[src/rtl/iob_eth_mem_arb.sv]
// iob_eth_mem_arb
// Arbitrates one single-port buffer RAM between a CPU native-bus requester
// and an Ethernet MAC Wishbone master.
//
// Ports
//   clk, rst          single clock, asynchronous active-high reset
//   c_*               CPU request (valid/addr/wdata/wstrb) and response (rdata/ready)
//   m_*               MAC Wishbone request (cyc/stb/we/sel/adr/dat_i) and response (dat_o/ack)
//   ram_*             RAM strobe, address, byte write enables, write data, read data
//   gnt_mac           high while the MAC owns the access in flight
//   wait_cnt          saturating count of cycles in which a pending request was denied
//
// Handshake: a requester raises c_valid (or m_cyc&m_stb) and holds it with
// stable address/data until it sees its single-cycle c_ready (or m_ack);
// read data is valid only in that completion cycle and is 0 otherwise.
// Every access takes two cycles: IDLE issues the RAM strobe for the winner,
// RESP returns the RAM output and completes the winner's handshake.
module iob_eth_mem_arb #(
  parameter int DATA_W = 32,
  parameter int ADDR_W = 11
) (
  input  logic                clk,
  input  logic                rst,
  input  logic                c_valid,
  input  logic [ADDR_W-1:0]   c_addr,
  input  logic [DATA_W-1:0]   c_wdata,
  input  logic [DATA_W/8-1:0] c_wstrb,
  output logic [DATA_W-1:0]   c_rdata,
  output logic                c_ready,
  input  logic                m_cyc,
  input  logic                m_stb,
  input  logic                m_we,
  input  logic [DATA_W/8-1:0] m_sel,
  input  logic [ADDR_W-1:0]   m_adr,
  input  logic [DATA_W-1:0]   m_dat_i,
  output logic [DATA_W-1:0]   m_dat_o,
  output logic                m_ack,
  output logic                ram_en,
  output logic [ADDR_W-1:0]   ram_addr,
  output logic [DATA_W/8-1:0] ram_we,
  output logic [DATA_W-1:0]   ram_din,
  input  logic [DATA_W-1:0]   ram_dout,
  output logic                gnt_mac,
  output logic [15:0]         wait_cnt
);

  localparam logic [0:0] ST_IDLE = 1'b0;
  localparam logic [0:0] ST_RESP = 1'b1;

  logic [0:0]  state_q, state_d;
  logic        win_mac_q, win_mac_d;    // winner of the access in flight
  logic        last_mac_q, last_mac_d;  // winner of the most recent grant
  logic [15:0] wait_cnt_q, wait_cnt_d;

  logic c_req, m_req, pick_mac, deny;

  always_comb begin
    c_req = c_valid;
    m_req = m_cyc & m_stb;
    // Round robin: on a tie the requester that did not win last time goes.
    pick_mac = m_req & (~c_req | ~last_mac_q);
    deny     = 1'b0;

    state_d    = state_q;
    win_mac_d  = win_mac_q;
    last_mac_d = last_mac_q;

    ram_en   = 1'b0;
    ram_addr = '0;
    ram_we   = '0;
    ram_din  = '0;
    c_ready  = 1'b0;
    c_rdata  = '0;
    m_ack    = 1'b0;
    m_dat_o  = '0;
    gnt_mac  = 1'b0;

    case (state_q)
      ST_IDLE: begin
        if (c_req | m_req) begin
          ram_en = 1'b1;
          if (pick_mac) begin
            ram_addr = m_adr;
            ram_din  = m_dat_i;
            ram_we   = m_we ? m_sel : '0;
          end else begin
            ram_addr = c_addr;
            ram_din  = c_wdata;
            ram_we   = c_wstrb;
          end
          win_mac_d  = pick_mac;
          last_mac_d = pick_mac;
          state_d    = ST_RESP;
          deny       = c_req & m_req;
        end
      end
      ST_RESP: begin
        gnt_mac = win_mac_q;
        state_d = ST_IDLE;
        if (win_mac_q) begin
          m_ack   = 1'b1;
          m_dat_o = ram_dout;
          deny    = c_req;
        end else begin
          c_ready = 1'b1;
          c_rdata = ram_dout;
          deny    = m_req;
        end
      end
      default: state_d = ST_IDLE;
    endcase

    wait_cnt_d = (deny && (wait_cnt_q != 16'hFFFF)) ? wait_cnt_q + 16'd1 : wait_cnt_q;
    wait_cnt   = wait_cnt_q;

    // Outputs are forced quiet for the whole time reset is held, including
    // the request-driven RAM strobe that would otherwise follow IDLE.
    if (rst) begin
      ram_en   = 1'b0;
      ram_addr = '0;
      ram_we   = '0;
      ram_din  = '0;
      c_ready  = 1'b0;
      c_rdata  = '0;
      m_ack    = 1'b0;
      m_dat_o  = '0;
      gnt_mac  = 1'b0;
      wait_cnt = '0;
    end
  end

  always_ff @(posedge clk or posedge rst) begin
    if (rst) begin
      state_q    <= ST_IDLE;
      win_mac_q  <= 1'b0;
      last_mac_q <= 1'b0;  // CPU counts as last winner, so the MAC takes the first tie
      wait_cnt_q <= '0;
    end else begin
      state_q    <= state_d;
      win_mac_q  <= win_mac_d;
      last_mac_q <= last_mac_d;
      wait_cnt_q <= wait_cnt_d;
    end
  end

endmodule

[config.mk]
export PLATFORM = sky130hd
export DESIGN_NAME = iob_eth_mem_arb
export DESIGN_NICKNAME = d
export VERILOG_FILES = /design/src/rtl/iob_eth_mem_arb.sv
export SDC_FILE = /design/constraint.sdc
export NUM_CORES = 1
export LEC_CHECK = 0
export ABC_AREA = 1
export CORE_AREA = 2 2 102 104
export CTS_BUF_LIST = sky130_fd_sc_hd__clkbuf_16
export DETAILED_ROUTE_END_ITERATION = 7
export DIE_AREA = 0 0 104 106
export PLACE_DENSITY = 0.72
export SETUP_SLACK_MARGIN = 0.1
export SLEW_MARGIN = 20
export SYNTH_ARGS = -nofsm -noshare
export SYNTH_HDL_FRONTEND = slang
export SYNTH_SLANG_ARGS = --single-unit
[constraint.sdc]
create_clock -name clk -period 5.81 [get_ports clk]
set_input_delay 1.743 -clock clk [delete_from_list [all_inputs] [get_ports clk]]
set_output_delay 1.743 -clock clk [all_outputs]
set_load 0.01 [all_outputs]
==> results of run 1 <==
==> layout by cell type, fill, tap and decap left out <==
master and instances:
o21ai_1 1, a21oi_1 48, inv_2 3, ha_1 1, nand2_1 143, buf_12 2
clkbuf_16 3, dfrtp_1 18, o21ai_2 9, nor2_4 5, xnor2_1 1, nand2_4 1
xor2_1 4, o21ai_0 2, clkdlybuf4s50_1 262, nand4_1 6, buf_4 5, nor2_2 1
nand3_1 18, inv_1 65, a21oi_4 1, nand2_2 15, nor2_1 98
==> logic make-up (layout without fill, tap and decap cells) <==
kind of cell             after synthesis  count (layout)  synth area share
AND/OR/NAND/NOR                      287             287             0.483
buffers and inverters                 95             340             0.174
AO/OA/AOI/OAI                         61              61             0.139
flip-flops                            18              18             0.182
XOR/XNOR                               5               5            0.0177
adder cells (fa/ha/maj)                1               1           0.00505
==> report_power, final <==
| group | switching (mW) | total [mW] | leakage, nW | internal, mW |
|---|---|---|---|---|
| clock | 0.0434 | 0.134 | 0.0370 | 0.0904 |
| combinational | 0.164 | 0.364 | 2.03 | 0.200 |
| sequential | 0.0279 | 0.170 | 0.238 | 0.142 |
| total | 0.235 | 0.667 | 2.31 | 0.432 |
==> cell usage after synthesis <==
library cell | n | area share
nand2_1 | 143 | 0.22
nor2_1 | 98 | 0.15
inv_1 | 65 | 0.099
a21oi_1 | 48 | 0.097
dfrtp_1 | 18 | 0.18
nand3_1 | 18 | 0.036
nand2_2 | 15 | 0.038
buf_2 | 14 | 0.028
o21ai_2 | 9 | 0.032
nand4_1 | 6 | 0.015
buf_4 | 5 | 0.015
buf_6 | 5 | 0.023
nor2_4 | 4 | 0.018
xor2_1 | 4 | 0.014
inv_2 | 3 | 0.0045
clkbuf_1 | 2 | 0.0030
nor2_2 | 2 | 0.0051
o21ai_0 | 2 | 0.0040
a21oi_2 | 1 | 0.0035
buf_1 | 1 | 0.0015
ha_1 | 1 | 0.0051
nand2_4 | 1 | 0.0045
o21ai_1 | 1 | 0.0020
xnor2_1 | 1 | 0.0035
==> state kept, by name, indices dropped and copies added (netlist names) <==
signal / count
state_q: 1
last_mac_q: 1
wait_cnt_q: 16
==> critical path, stage by stage <==
cell             delay [ns]
clkdlybuf4s50_1        0.56
a21oi_4                0.08
buf_12                 0.18
inv_2                  0.08
buf_4                  0.28
nand2_1                0.09
a21oi_1                0.16
clkdlybuf4s50_1        0.57
==> per-stage QoR <==
| step | worst slack (ns) | hold WS, ns | std cells | power, mW |
|---|---|---|---|---|
| detailed placement | 0.286 | 0.506 | 845 | 0.537 |
| floorplan | 1.05 | 0.462 | 467 | 0.335 |
| CTS | 0.265 | 0.520 | 848 | 0.675 |
| global route | 0.175 | 0.578 | 848 | 0.712 |
| finish | 0.284 | 0.512 | 848 | 0.667 |
| global placement | 0.336 | 0.489 | 845 | 0.533 |
==> cell type report <==
type | count | share of cell area
repair buffers | 269 | 0.514
multi-input cells | 354 | 0.306
flip-flops and latches | 18 | 0.0857
inverters | 68 | 0.0485
well taps | 136 | 0.0324
clock buffers | 3 | 0.0143
==> routing by layer <==
layer | up-vias | track usage | routed length (um)
met5 | - | 0 | 0
met4 | 0 | 0.0347 | 176
met3 | 14 | 0.0399 | 1010
met2 | 186 | 0.352 | 5630
met1 | 1654 | 0.206 | 4210
li1 | 1896 | - | -
==> final timing paths <==
path	from	to	cells after the start
worst min register to register	wait_cnt_q[15]	wait_cnt_q[15]	2
worst max register to register	wait_cnt_q[0]	wait_cnt_q[9]	8
max in group asynchronous	rst	wait_cnt_q[12]	4
worst min-delay path	wait_cnt_q[15]	wait_cnt_q[15]	2
min in group asynchronous	rst	state_q	4
worst max-delay path	c_valid	ram_din[15]	8
==> run summary, run 1 <==
Cell area after synthesis - 2470 um^2
Die area - 11,000 um^2
DR WL/cell - 13.0 um
Synth Register Bits - 18
1st-iter DRT viols - 197
# diodes - 0
# H-tree levels - 1
Drt pass-1 iters - 5
Starting density of the core - 0.247
Multi-input logic area - 1610 um^2
Hold-fix buffers, CTS - 0
Ports - 263
Die width - 104 um
Clock buffer depth - 2
Vias - 3,750
CP Capture Type - output port
Total routed wirelength - 11.0 mm
Clock sinks - 18
CTS tree - yes
Vias in the first global route - 3,596
Drt drc - 0
Slew Viols, Final - 0
Netlist cell types - 24
Max Fclk - 181 MHz
HP Class - flip-flop to flip-flop
Port bufs - 262
Total CTS buffers - 3
Crit-path max FO - 48
Syn_area_per_cell - 5.30 um^2
Worst slew pin tran - 0.922 ns
Util after Layout - 0.526
Final nets - 847
Setup Skew - 0.00165 ns
Largest net degree at the start of global routing - 49
Post-CTS setup buffer count - 0
RSZ-0062 raised after global routing - false
Remaining Overflow, GRT - 0
Worst-path clk slew - 0.05 ns
Sequential cell area - 450 um^2
Root buf cell - clkbuf_16
Minimum clock period - 5.53 ns
Synth Instances - 467
Leak Pwr - 2.31 nW
DP Wirelength - 9.17 mm
Post-DP Area - 5180 um^2
P&R area growth vs syn - 112%
Final ANT Viol Nets - 0
Critical path data arrival time - 3.78 ns
Worst path required time - 4.07 ns
Global-route wire length before repair - 16.8 mm
Sequential share of the synthesized area - 0.182
Proportion of layout cells with a drive suffix above 1 - 0.0632
PD cells - 127 nW/um^2
Critical setup path kind - input port to output port
Ys Warns - 0
Rows - 37
Skew-Pair Late Insertion Delay - 0.24 ns
DR vias/cell - 4.42
Core Region - 10000 um^2
Final hold viol count - 0
Rel. slew slack - 0.384
Total of max-cap violations - 0
# setup viols final - 0
TNS Setup - 0 ns
Syn_nets - 600
Status - completed
Final Cell Area - 5260 um^2
PostCTS Resize Cnt - 0
VDD IR max - 0.0000960 V
Final GP Congestion - 0.920
Tcrit/Tclk final - 0.951
Die height - 106 um
Fill cells - 980
Initial antenna violation count - 0
CP Launch Type - input port
GRT Total Usage - 0.183
FF-to-FF setup slack - 3.98 ns
(Power assumes the default switching activity.)
==> run 2: changes to the inputs <==
Settings changed: PLACE_DENSITY 0.72 to 0.69.
==> run 2 against run 1 <==
Core utilization about the same. Routed wire length up 3.2%. Maximum frequency rose by 0.50%. Sequential power about the same. Die area unchanged. Combinational power barely moved. Total power up 1.6%. Clock-buffer cell count unchanged. Global-route usage is 0.59 points higher. Critical endpoint is now c_rdata[24].
==> run summary, run 2 (same netlist as run 1, synthesis figures left out) <==
Die area - 11,000 um^2
Final hold viol count - 0
Vias in the first global route - 3,555
Initial antenna violation count - 0
Port bufs - 262
GRT Total Usage - 0.189
Worst R2R Path Depth - 8
Starting density of the core - 0.247
Critical setup path kind - input port to output port
Slew Viols, Final - 0
Total routed wirelength - 11.4 mm
# diodes - 0
Setup Skew - 0.00225 ns
Total chip power - 0.678 mW
Final GP Congestion - 0.855
VDD IR max - 0.0000976 V
Drt drc - 0
Final ANT Viol Nets - 0
Rows - 37
Max Fclk - 182 MHz
Worst path buffer plus inverter count - 3
Hold Path Depth - 2
Proportion of layout cells with a drive suffix above 1 - 0.0605
# setup viols final - 0
Leak Pwr - 2.30 nW
Worst path top cell family by delay - buffers and inverters
Die width - 104 um
P&R area growth vs syn - 112%
Final nets - 845
Hold-fix buffers, CTS - 0
PD cells - 129 nW/um^2
Core Region - 10000 um^2
RSZ-0062 raised after global routing - false
CTS tree - yes
Worst-path clk slew - 0.05 ns
Total CTS buffers - 3
Die height - 106 um
Root buf cell - clkbuf_16
Vias - 3,775
Clock sinks - 18
Worst path required time - 4.07 ns
Fill cells - 997
Global-route wire length before repair - 17.1 mm
DR WL/cell - 13.4 um
PostCTS Resize Cnt - 0
Crit-path max FO - 32
FF-to-FF setup slack - 3.97 ns
DP Wirelength - 9.35 mm
DR vias/cell - 4.46
HP Class - flip-flop to flip-flop
Top reg by flops - wait_cnt_q
CP max-delay cell - inv_1
Minimum clock period - 5.50 ns
Crit-path max cell delay - 0.68 ns
Skew-Pair Late Insertion Delay - 0.25 ns
Tcrit/Tclk final - 0.946
# H-tree levels - 1
Max FFs per register - 16
Remaining Overflow, GRT - 0
Ports - 263
Highest-count cells in the layout ignoring fill and taps - clkdlybuf4s50_1, nand2_1, nor2_1
TNS Setup - 0 ns
CP Capture Type - output port
Critical path depth - 5
Status - completed
1st-iter DRT viols - 189
Rel. slew slack - 0.382
Critical path data arrival time - 3.76 ns
Post-CTS setup buffer count - 0
Total of max-cap violations - 0
Clock buffer depth - 2
Largest net degree at the start of global routing - 49
CP Launch Type - input port
Most common cell after layout, fill and taps aside - clkdlybuf4s50_1
Drt pass-1 iters - 7
Worst slew pin tran - 0.927 ns
Biggest regs - wait_cnt_q x16, last_mac_q x1, state_q x1
Crit-path cells - clkdlybuf4s50_1 -> nor2_1 -> inv_1 -> nor2_1 -> clkdlybuf4s50_1
run 2: changes by cell type in the layout (fill, tap and decap cells not counted), sizes merged:
| cell | previous run | this run |
|---|---|---|
| clkinv | 0 | 1 |
| buf | 7 | 5 |
run 2: layer usage:
layer	vias up	share of wire	GRT usage	wire (um)
met5	-	0	0	0
met3	9	0.086	0.0325	976
met4	0	0.011	0.0396	126
li1	1896	-	-	-
met1	1680	0.38	0.208	4370
met2	190	0.52	0.375	5900
run 2: per-stage QoR:
stage / utilization / instances / setup WS [ns] / hold slack (ns) / cell area (um^2)
global route: 0.526 / 847 / 0.161 / 0.568 / 5260
floorplan: - / 467 / 1.05 / 0.462 / 2470
CTS: 0.526 / 847 / 0.290 / 0.520 / 5260
global placement: 0.518 / 843 / 0.304 / 0.498 / 5170
detailed placement: 0.518 / 843 / 0.292 / 0.505 / 5180
finish: 0.526 / 847 / 0.311 / 0.513 / 5260
run 2: tightest hold or removal path, stage by stage (launching register included):
cell     delay (ns)
dfrtp_1        0.37
nand2_1        0.06
nand2_1        0.05
run 2: cell type report:
| type | count | area, um^2 | area share |
|---|---|---|---|
| Timing Repair Buffer | 267 | 2700 | 0.513 |
| Multi-Input combinational cell | 354 | 1610 | 0.305 |
| Sequential cell | 18 | 450 | 0.0857 |
| Inverter | 68 | 255 | 0.0485 |
| Tap cell | 136 | 170 | 0.0324 |
| Clock buffer | 3 | 75.1 | 0.0143 |
| Clock inverter | 1 | 3.75 | 0.000714 |
run 2: power by group:
group | internal, mW | switching, mW
logic | 0.201 | 0.165
clock network | 0.0917 | 0.0511
registers | 0.141 | 0.0278
run 2: final timing paths:
kind,endpoint,startpoint
hold reg to reg,wait_cnt_q[15],wait_cnt_q[15]
max in group asynchronous,wait_cnt_q[13],rst
hold / removal,wait_cnt_q[15],wait_cnt_q[15]
setup / recovery,c_rdata[24],rst
min in group asynchronous,state_q,rst
setup reg to reg,wait_cnt_q[9],wait_cnt_q[0]
==> run 3: changes to the inputs <==
Settings changed: CTS_BUF_LIST sky130_fd_sc_hd__clkbuf_16 to sky130_fd_sc_hd__clkbuf_8.
==> run 3 against run 2 <==
Cell count unchanged. Largest power group unchanged. Register-to-register slack about the same. Highest routed layer unchanged. Maximum frequency about the same. Clock skew increased by 0.0051 ns. Total power decreased by 5.2%. Via count increased by 0.40%. Core utilization decreased by 0.24 points. Largest cell class unchanged. Worst hold slack improved by 0.0095 ns.
==> run summary, run 3 (same netlist as run 1, synthesis figures left out) <==
Worst R2R Start - wait_cnt_q[0]
CP Launch Type - input port
Skew-Pair Late Insertion Delay - 0.26 ns
FF-to-FF setup slack - 3.97 ns
Post-CTS setup buffer count - 0
Dpl cells - 843
Worst R2R Path Depth - 8
Crit-path max FO - 32
Worst path buffer plus inverter count - 3
Grt met1 use - 0.207
VDD IR max - 0.0000787 V
Drt drc - 0
Vias - 3,790
Worst slew pin tran - 0.928 ns
Global-route wire length before repair - 17.1 mm
Starting density of the core - 0.247
Clock buffer depth - 2
Total routed wirelength - 11.4 mm
Final hold viol count - 0
TNS Setup - 0 ns
DR WL/cell - 13.4 um
Hold-fix buffers, CTS - 0
Highest-count cells in the layout ignoring fill and taps - clkdlybuf4s50_1, nand2_1, nor2_1
Final nets - 845
Critical path data arrival time - 3.76 ns
Critical path depth - 5
DR vias/cell - 4.47
Rel. slew slack - 0.380
Die area - 11,000 um^2
Ports - 263
Critical setup path kind - input port to output port
Worst-path clk slew - 0.07 ns
Proportion of layout cells with a drive suffix above 1 - 0.0619
Slew Viols, Final - 0
PostCTS Resize Cnt - 0
Crit-path cells - clkdlybuf4s50_1 -> nor2_1 -> inv_1 -> nor2_1 -> clkdlybuf4s50_1
Rows - 37
R2R Path End - wait_cnt_q[14]
Drt pass-1 iters - 6
Tcrit/Tclk final - 0.947
Leak Pwr - 2.29 nW
GRT Total Usage - 0.188
Total CTS buffers - 3
PD cells - 123 nW/um^2
Fin cells - 847
Worst path required time - 4.07 ns
RSZ-0062 raised after global routing - false
Initial antenna violation count - 0
Clock sinks - 18
Status - completed
Root buf cell - clkbuf_8
Final GP Congestion - 0.855
Die height - 106 um
CP max-delay cell - inv_1
Vias in the first global route - 3,555
Final ANT Viol Nets - 0
Biggest regs - wait_cnt_q x16, last_mac_q x1, state_q x1
Port bufs - 262
Crit path launch - rst
Largest net degree at the start of global routing - 49
P&R area growth vs syn - 112%
GRT Max-Usage Layer - met2
Max FFs per register - 16
Remaining Overflow, GRT - 0
Crit-path max cell delay - 0.65 ns
Met3 usage - 0.0319
DP Wirelength - 9.35 mm
Minimum clock period - 5.50 ns
# diodes - 0
1st-iter DRT viols - 238
# H-tree levels - 1
Core Region - 10000 um^2
CTS tree - yes
Setup Skew - 0.00733 ns
# setup viols final - 0
Max Fclk - 182 MHz
CP Capture Type - output port
HP Class - flip-flop to flip-flop
Top reg by flops - wait_cnt_q
Total of max-cap violations - 0
Most common cell after layout, fill and taps aside - clkdlybuf4s50_1
Global routing usage on met2 - 0.375
Worst path top cell family by delay - buffers and inverters
Worst Setup EP - m_dat_o[7]
Die width - 104 um
run 3: worst reg2reg max path: stages (launching register included):
cell and delay [ns]:
dfrtp_1 0.46, ha_1 0.31, inv_2 0.09, nor2_4 0.05, nand2_2 0.08, nor2_4 0.05
nor2_4 0.53, nand2_1 0.14, nand2_1 0.09
run 3: cell type report:
cell class / instances / area, um^2
Fill cell: 999 / 4760
Timing Repair Buffer: 267 / 2700
Multi-Input combinational cell: 354 / 1610
Sequential cell: 18 / 450
Inverter: 68 / 255
Tap cell: 136 / 170
Clock buffer: 4 / 55.1
run 3: how the worst min path moves through the flow:
stage	slack [ns]	to	cells past startpoint	startpoint
2_1_floorplan	0.46	wait_cnt_q[15]	2	wait_cnt_q[15]
3_3_place_gp	0.50	wait_cnt_q[15]	2	wait_cnt_q[15]
3_5_place_dp	0.51	wait_cnt_q[15]	2	wait_cnt_q[15]
4_1_cts	0.52	wait_cnt_q[15]	2	wait_cnt_q[15]
5_1_grt	0.57	wait_cnt_q[15]	2	wait_cnt_q[15]
6_report	0.52	wait_cnt_q[15]	2	wait_cnt_q[15]
run 3: through the flow:
step | instance area [um^2] | hold WS (ns) | worst slack (ns) | power [mW] | utilization
floorplan | 2470 | 0.462 | 1.05 | 0.335 | -
global placement | 5170 | 0.498 | 0.304 | 0.533 | 0.518
detailed placement | 5180 | 0.505 | 0.292 | 0.539 | 0.518
CTS | 5240 | 0.524 | 0.290 | 0.645 | 0.524
global route | 5240 | 0.573 | 0.161 | 0.682 | 0.524
finish | 5240 | 0.523 | 0.309 | 0.643 | 0.524
run 3: routing by layer:
layer,vias to the layer above,routed length [um]
met1,1685,4400
met2,200,5840
met5,-,0
met4,0,137
met3,11,982
li1,1894,-
run 3: where the power goes:
part / leakage, nW / internal [mW] / total (mW) / switching [mW]
combinational: 2.03 / 0.201 / 0.365 / 0.165
sequential: 0.238 / 0.141 / 0.169 / 0.0280
clock: 0.0288 / 0.0604 / 0.108 / 0.0476
